## src/rtl/fetch_queue.sv

```systemverilog
`default_nettype none
// ============================================================================
// Module   : fetch_queue
// Brief    : In-order fetch-to-decode FIFO with PC_write back-pressure and
//            branch flush. Optional stats counters under FETCH_QUEUE_STATS_EN.
// Revision : 1.0 - initial release
// ============================================================================
module fetch_queue #(
  parameter int          DEPTH     = 4,
  parameter logic [31:0] NOP_INSTR = 32'h0000_0013
) (
  input  logic        clk,
  input  logic        reset,
  input  logic [31:0] PC_IF,
  input  logic [31:0] INSTRUCTION_IF,
  input  logic        PCSrc,
  output logic        PC_write,
  input  logic        ID_ready,
  output logic        valid_ID,
  output logic [31:0] PC_ID,
  output logic [31:0] INSTRUCTION_ID
`ifdef FETCH_QUEUE_STATS_EN
  ,
  output logic [15:0] flush_count,
  output logic [15:0] stall_count
`endif
);

  localparam int               c_aw      = $clog2(DEPTH);
  localparam logic [c_aw:0]    c_full    = (c_aw + 1)'(DEPTH);
  localparam logic [c_aw-1:0]  c_ptr_one = (c_aw)'(1);
  localparam logic [c_aw:0]    c_cnt_one = (c_aw + 1)'(1);

  logic [31:0]     r_pc_mem    [DEPTH];
  logic [31:0]     r_instr_mem [DEPTH];
  logic [c_aw-1:0] r_rd_ptr;
  logic [c_aw-1:0] r_wr_ptr;
  logic [c_aw:0]   r_count;

  logic w_full;
  logic w_empty;
  logic w_enq;
  logic w_deq;

  assign w_full  = (r_count == c_full);
  assign w_empty = (r_count == '0);

  // A full queue never enqueues, even on a same-cycle dequeue, so PC_write
  // stays a function of registered state and PCSrc only.
  assign w_enq    = !w_full && !PCSrc;
  assign w_deq    = valid_ID && ID_ready && !PCSrc;
  assign PC_write = !w_full || PCSrc;

  always_ff @(posedge clk) begin
    if (reset || PCSrc) begin
      r_rd_ptr <= '0;
      r_wr_ptr <= '0;
      r_count  <= '0;
    end else begin
      if (w_enq) r_wr_ptr <= r_wr_ptr + c_ptr_one;
      if (w_deq) r_rd_ptr <= r_rd_ptr + c_ptr_one;
      if (w_enq && !w_deq)
        r_count <= r_count + c_cnt_one;
      else if (!w_enq && w_deq)
        r_count <= r_count - c_cnt_one;
    end
  end

  always_ff @(posedge clk) begin
    if (!reset && w_enq) begin
      r_pc_mem[r_wr_ptr]    <= PC_IF;
      r_instr_mem[r_wr_ptr] <= INSTRUCTION_IF;
    end
  end

  assign valid_ID       = !w_empty;
  assign PC_ID          = valid_ID ? r_pc_mem[r_rd_ptr]    : 32'h0;
  assign INSTRUCTION_ID = valid_ID ? r_instr_mem[r_rd_ptr] : NOP_INSTR;

`ifdef FETCH_QUEUE_STATS_EN
  logic [15:0] r_flush_count;
  logic [15:0] r_stall_count;

  always_ff @(posedge clk) begin
    if (reset) begin
      r_flush_count <= '0;
      r_stall_count <= '0;
    end else begin
      if (PCSrc && r_flush_count != 16'hFFFF)
        r_flush_count <= r_flush_count + 16'd1;
      if (w_full && !PCSrc && r_stall_count != 16'hFFFF)
        r_stall_count <= r_stall_count + 16'd1;
    end
  end

  assign flush_count = r_flush_count;
  assign stall_count = r_stall_count;
`endif

endmodule
`default_nettype wire

```

## config.mk

```make
export PLATFORM = sky130hd
export DESIGN_NAME = fetch_queue
export DESIGN_NICKNAME = d
export VERILOG_FILES = /design/src/rtl/fetch_queue.sv
export SDC_FILE = /design/constraint.sdc
export NUM_CORES = 1
export LEC_CHECK = 0
export BUFFER_PORTS_ARGS = -buffer_cell sky130_fd_sc_hd__buf_2
export CAP_MARGIN = 25
export CORE_ASPECT_RATIO = 1.1
export CORE_MARGIN = 2
export CORE_UTILIZATION = 60
export DETAILED_ROUTE_END_ITERATION = 6
export PLACE_DENSITY_LB_ADDON = 0.08
export REMOVE_ABC_BUFFERS = 1
export SLEW_MARGIN = 20
export SYNTH_ARGS = -nofsm -noshare
export SYNTH_HDL_FRONTEND = slang
export SYNTH_SLANG_ARGS = --single-unit
```

## constraint.sdc

```tcl
create_clock -name clk -period 4.5 [get_ports clk]
set_input_delay 0.225 -clock clk [delete_from_list [all_inputs] [get_ports clk]]
set_output_delay 0.225 -clock clk [all_outputs]
set_load 0.03 [all_outputs]
```

==> flow_summary.toml, run 1 <==
[status]
outcome = "complete, no violations"

[timing]
setup_viol = 0
fin_crit_sh_pct = 66.4
hold_viol = 0
clock-skew-final_ps = 13.5
setup_ws_ps = 1510
fin_crit_ps = 2990
setup_tns_ps = 0
worst_pin_slew_ps = 999
drv_slew = 0
whs_ps = 111
slew_headroom_pct = 33.4
fmax_mhz = 335
rsz0062_at_grt = "no"

[critical_path]
rr_worst_depth = 8
path_cells = "buf_4, mux4_2, and2_1, buf_2"
cp-start-kind = "flop"
r2r-start = "r_count[1]$_SDFFE_PP0P_"
cp.arrival_ps = 2760
crit_family = "flip-flops"
critPathCapture = "INSTRUCTION_ID[15]"
reg2reg_to = "r_count[2]$_SDFFE_PP0P_"
r2r_slack_ps = 2260
cpMaxStageDelayCell = "dfxtp_4"
cp.depth = 4
crit_type = "flop to output pin"
crit_path_max_incr_delay_ps = 900
path_max_fanout = 41
end_kind = "output pin"
cp_num_buf_inv = 2
cp.required_ps = 4280

[grt]
antenna_found_initial = 0
grt_max_degree = 65
grt.total_usage_pct = 21.4
overflow = 0
grt_pass1_vias = 5526
grt_pass1_wl_um = 29400

[synthesis]
synth_cell_types = 27
syn_area_um2 = 10200
syn_inst = 455
ys_warn_count = 0
syn_avg_cell_area_um2 = 22.4
synth-seq-cells = 265
yosysSeqAreaShare_pct = 77.1

[detailed_routing]
wl_per_cell_um = 21.1
drt_wl_total_um = 18800
vias = 4987
drtPass1Iterations = 5
drtAntennaViolNets = 0
dr.first_iter.drc_count = 260
drc = 0
via_per_inst = 5.60

[clocking]
cts.path.max_buffers = 3
clk_pin_slew_ps = 60
post_cts_buffers = 0
clockRootBuffer = "clkbuf_16"
worst_skew_pair.late_latency_ps = 520
cts_resized = 0
numClockSinks = 265
cts_buffers = 26
htreeDepth = 1
cts_tree = "built"

[cells_and_area]
seq_area_um2 = 7880
post-route-util_pct = 75.1
synthToLayoutAreaGrowth_pct = 23.7
fill_cells = 969
multi_input_area_um2 = 2140
layout.nets = 737
final_cell_mix = "edfxtp_1 (256), buf_2 (133), dlygate4sd3_1 (64)"
diodes = 0
fin_area_um2 = 12600
final_common_cell = "edfxtp_1"
layout-drive-gt1-share_pct = 36.2
final-instance-count-excl-fill = 891

[pwr]
p_leak_nw = 4.42
finalPower_mw = 5.72
peakVddDrop_uv = 370
pwr_density_cell_nw_per_um2 = 453

[die]
dieArea_um2 = 18100
pin_count = 134
start_util_pct = 60.7
die_y_um = 141
row_count = 50
core_area_um2 = 16800
die-width_um = 128

[hold_path]
hp-start = "reset"
min_path_type = "input pin to flop"

[flow_run]
drv_cap = 0

[place]
post-place-ws_ps = 1960
dp_cells = 778
place_hpwl_um = 10000
gp_congestion = 0.664
place_area_um2 = 11000
io_buffers = 133
registers in the layout, summed over array words and instances (netlist names), named ones only:
signal       count
r_rd_ptr         2
r_pc_mem       128
r_count          3
r_instr_mem    128
r_wr_ptr         2
timing repair:
action | CTS | global route
hold endpoints to repair | 256 | 0
setup endpoints to repair | 0 | 0
hold buffers | 64 | 0
metal layers:
layer / track usage [%] / routed length [um]
met1: 27.8 / 7570
met2: 38.4 / 10100
met3: 3.76 / 962
met4: 4.51 / 242
met5: 0 / 0
where the power goes:
group	switching, mW	total [mW]	internal, mW
combinational	0.310	0.516	0.206
clock	0.862	2.41	1.55
sequential	0.0263	2.79	2.76
total	1.20	5.72	4.52
cells in the mapped netlist:
cell type  count  area, um2
mux4_1         4        105
buf_6          1       11.3
nand2_1        1       3.75
o21ai_0        2       10.0
mux2i_1        2       20.0
nor2_1         8       30.0
and2_1        65        407
xnor2_1        1       8.76
xor2_1         3       26.3
fa_1           1       20.0
inv_1          4       15.0
a21oi_1        2       10.0
dfxtp_1        9        180
mux4_2        60       1350
clkbuf_1       7       26.3
clkbuf_2       1       5.00
edfxtp_1     256       7690
or2_1          3       18.8
buf_2          6       30.0
or3_1          2       12.5
nand2b_1       1       6.26
o31ai_1        1       7.51
ha_1           5       62.6
buf_12         6        120
nor3_2         1       10.0
or2_2          2       12.5
nor3b_2        1       12.5
worst min path at each step:
stage                     slack, ps                            to  cells past startpoint
after global routing            120       r_count[0]$_SDFFE_PP0P_                      3
after floorplan                 320   r_instr_mem[0][0]$_DFFE_PP_                      0
after global placement          430      r_pc_mem[0][9]$_DFFE_PP_                      1
after CTS                       100       r_count[2]$_SDFFE_PP0P_                      3
after detailed placement        440  r_instr_mem[0][21]$_DFFE_PP_                      1
final                           110       r_count[2]$_SDFFE_PP0P_                      3
logic make-up after synthesis:
logic type,after synthesis,synth area share (%)
multiplexers,66,14.5
AND/OR/NAND/NOR,84,5.02
XOR/XNOR,4,0.343
AO/OA/AOI/OAI,5,0.270
buffers and inverters,25,2.03
flip-flops,265,77.1
adder cells (fa/ha/maj),6,0.809
worst min-delay path: cells and delay by family:
kind,cells,cell delay (ps)
buffers and inverters,1,70
AND/OR/NAND/NOR,1,210
AO/OA/AOI/OAI,1,60
layout make-up:
class | instances | area share [%]
sequential | 265 | 62.3
multi-input combinational | 165 | 17.0
timing repair buffer | 201 | 10.8
clock buffer | 32 | 5.50
clock inverter | 16 | 2.18
tap | 208 | 2.06
inverter | 4 | 0.119
Note: power is estimated with default switching activity, not from simulation.
==> inputs of run 2 (changes only) <==
- CORE_UTILIZATION: 60 -> 52
- clock period: 4.5 -> 2.4 ns (I/O delays scaled with it)
==> flow_summary.toml, run 2 (synthesis gave the netlist of run 1 again) <==
[critical_path]
cp-start-kind = "flop"
crit_path_max_incr_delay_ps = 590
cpMaxStageDelayCell = "mux4_1"
crit_type = "flop to output pin"
cp_num_buf_inv = 2
cp.depth = 4
cp.arrival_ps = 2160
critPathCapture = "INSTRUCTION_ID[4]"
path_max_fanout = 13
crit_family = "multiplexers"
r2r_slack_ps = 150
reg2reg_to = "r_count[2]$_SDFFE_PP0P_"
rr_worst_depth = 8
path_cells = "buf_6, mux4_1, or2_1, buf_2"
end_kind = "output pin"
cp.required_ps = 2280
r2r-start = "r_count[1]$_SDFFE_PP0P_"

[status]
outcome = "complete, no violations"

[grt]
overflow = 0
grt_pass1_vias = 5583
grt_max_degree = 45
antenna_found_initial = 2
grt_pass1_wl_um = 29700
grt.total_usage_pct = 19.1

[cells_and_area]
layout.nets = 756
synthToLayoutAreaGrowth_pct = 25.0
final_cell_mix = "edfxtp_1 (256), buf_2 (133), dlygate4sd3_1 (68)"
final_common_cell = "edfxtp_1"
layout-drive-gt1-share_pct = 37.7
top_regs = "r_instr_mem x128, r_pc_mem x128, r_count x3"
post-route-util_pct = 66.6

[die]
core_area_um2 = 19200
dieArea_um2 = 20800
die-width_um = 138
row_count = 53
start_util_pct = 53.3
pin_count = 134
die_y_um = 151

[detailed_routing]
vias = 5070
wl_per_cell_um = 20.1
via_per_inst = 5.34
dr.first_iter.drc_count = 248
drt_wl_total_um = 19100
drtPass1Iterations = 4
drc = 0
drtAntennaViolNets = 0

[timing]
slew_headroom_pct = 69.5
rsz0062_at_grt = "no"
worst_pin_slew_ps = 457
fin_crit_ps = 2280
hold_viol = 0
drv_slew = 0
clock-skew-final_ps = 9.03
setup_viol = 0
setup_ws_ps = 124
whs_ps = 359
fin_crit_sh_pct = 94.8
fmax_mhz = 439

[clocking]
htreeDepth = 1
cts_buffers = 27
cts.path.max_buffers = 3
clockRootBuffer = "clkbuf_16"
worst_skew_pair.late_latency_ps = 510
numClockSinks = 265
cts_tree = "built"
post_cts_buffers = 0
clk_pin_slew_ps = 60

[hold_path]
min_path_type = "input pin to flop"

[place]
post-place-ws_ps = 183
place_hpwl_um = 11400
io_buffers = 133
gp_congestion = 0.686

[pwr]
p_leak_nw = 4.45
pwr_density_cell_nw_per_um2 = 776
finalPower_mw = 9.91
peakVddDrop_uv = 649

[flow_run]
drv_cap = 0
run 2: cell count changes in the layout (fill, tap and decap cells not counted), sizes merged, moves of 3 or more:
cell         previous run  this run
buf                   137       151
dlygate4sd3            64        68
clkinv                  8        15
clkinvlp                0         3
bufinv                  8         0
run 2: power by group:
group / switching (mW) / internal (mW) / leakage (nW) / total (mW)
Sequential: 0.0328 / 5.18 / 2.40 / 5.22
Combinational: 0.605 / 0.413 / 1.66 / 1.02
Clock: 1.62 / 2.05 / 0.386 / 3.67
run 2: area by class of cell:
cell class	count	area, um2
diodes	2	5.00
clock buffers	30	687
clock inverters	18	92.6
fillers	1301	6400
inverters	4	15.0
multi-input cells	165	2150
flip-flops and latches	265	7880
well taps	247	309
repair buffers	219	1630
run 2: worst min path at each step:
stage / start / endpoint / slack, ps / depth (start not counted)
after floorplan: INSTRUCTION_IF[0] / r_instr_mem[0][0]$_DFFE_PP_ / 220 / 0
after global placement: PC_IF[13] / r_pc_mem[3][13]$_DFFE_PP_ / 330 / 1
after detailed placement: PC_IF[5] / r_pc_mem[3][5]$_DFFE_PP_ / 330 / 1
after CTS: INSTRUCTION_IF[1] / r_instr_mem[0][1]$_DFFE_PP_ / 340 / 2
after global routing: INSTRUCTION_IF[28] / r_instr_mem[0][28]$_DFFE_PP_ / 350 / 2
final: INSTRUCTION_IF[28] / r_instr_mem[0][28]$_DFFE_PP_ / 360 / 2
run 2: metal layers:
metal / global-route usage, % / vias up / routed length [um]
li1: - / 2301 / -
met2: 33.0 / 123 / 9740
met3: 3.38 / 24 / 884
met1: 25.1 / 2622 / 8170
met5: 0 / - / 0
met4: 5.26 / 0 / 335
run 2: worst register-to-register path, stage by stage, from the launching register on:
cell,delay (ps)
dfxtp_1,380
o31ai_1,380
or2_2,180
ha_1,190
inv_1,70
fa_1,370
xor2_1,180
or3_1,300
a21oi_1,130
run 2: timing repair:
item	in CTS	in global routing
endpoints found under the hold margin	265	0
setup endpoints to repair	0	42
resized for setup	0	4
hold buffers	68	0
run 2: per-stage QoR:
stage | setup TNS, ps | cell area (um2) | std cells
after global placement | 0 | 11300 | 832
final | 0 | 12800 | 950
after CTS | 0 | 12700 | 948
after floorplan | -154280 | 10000 | 434
after global routing | 0 | 12800 | 950
after detailed placement | 0 | 11300 | 832
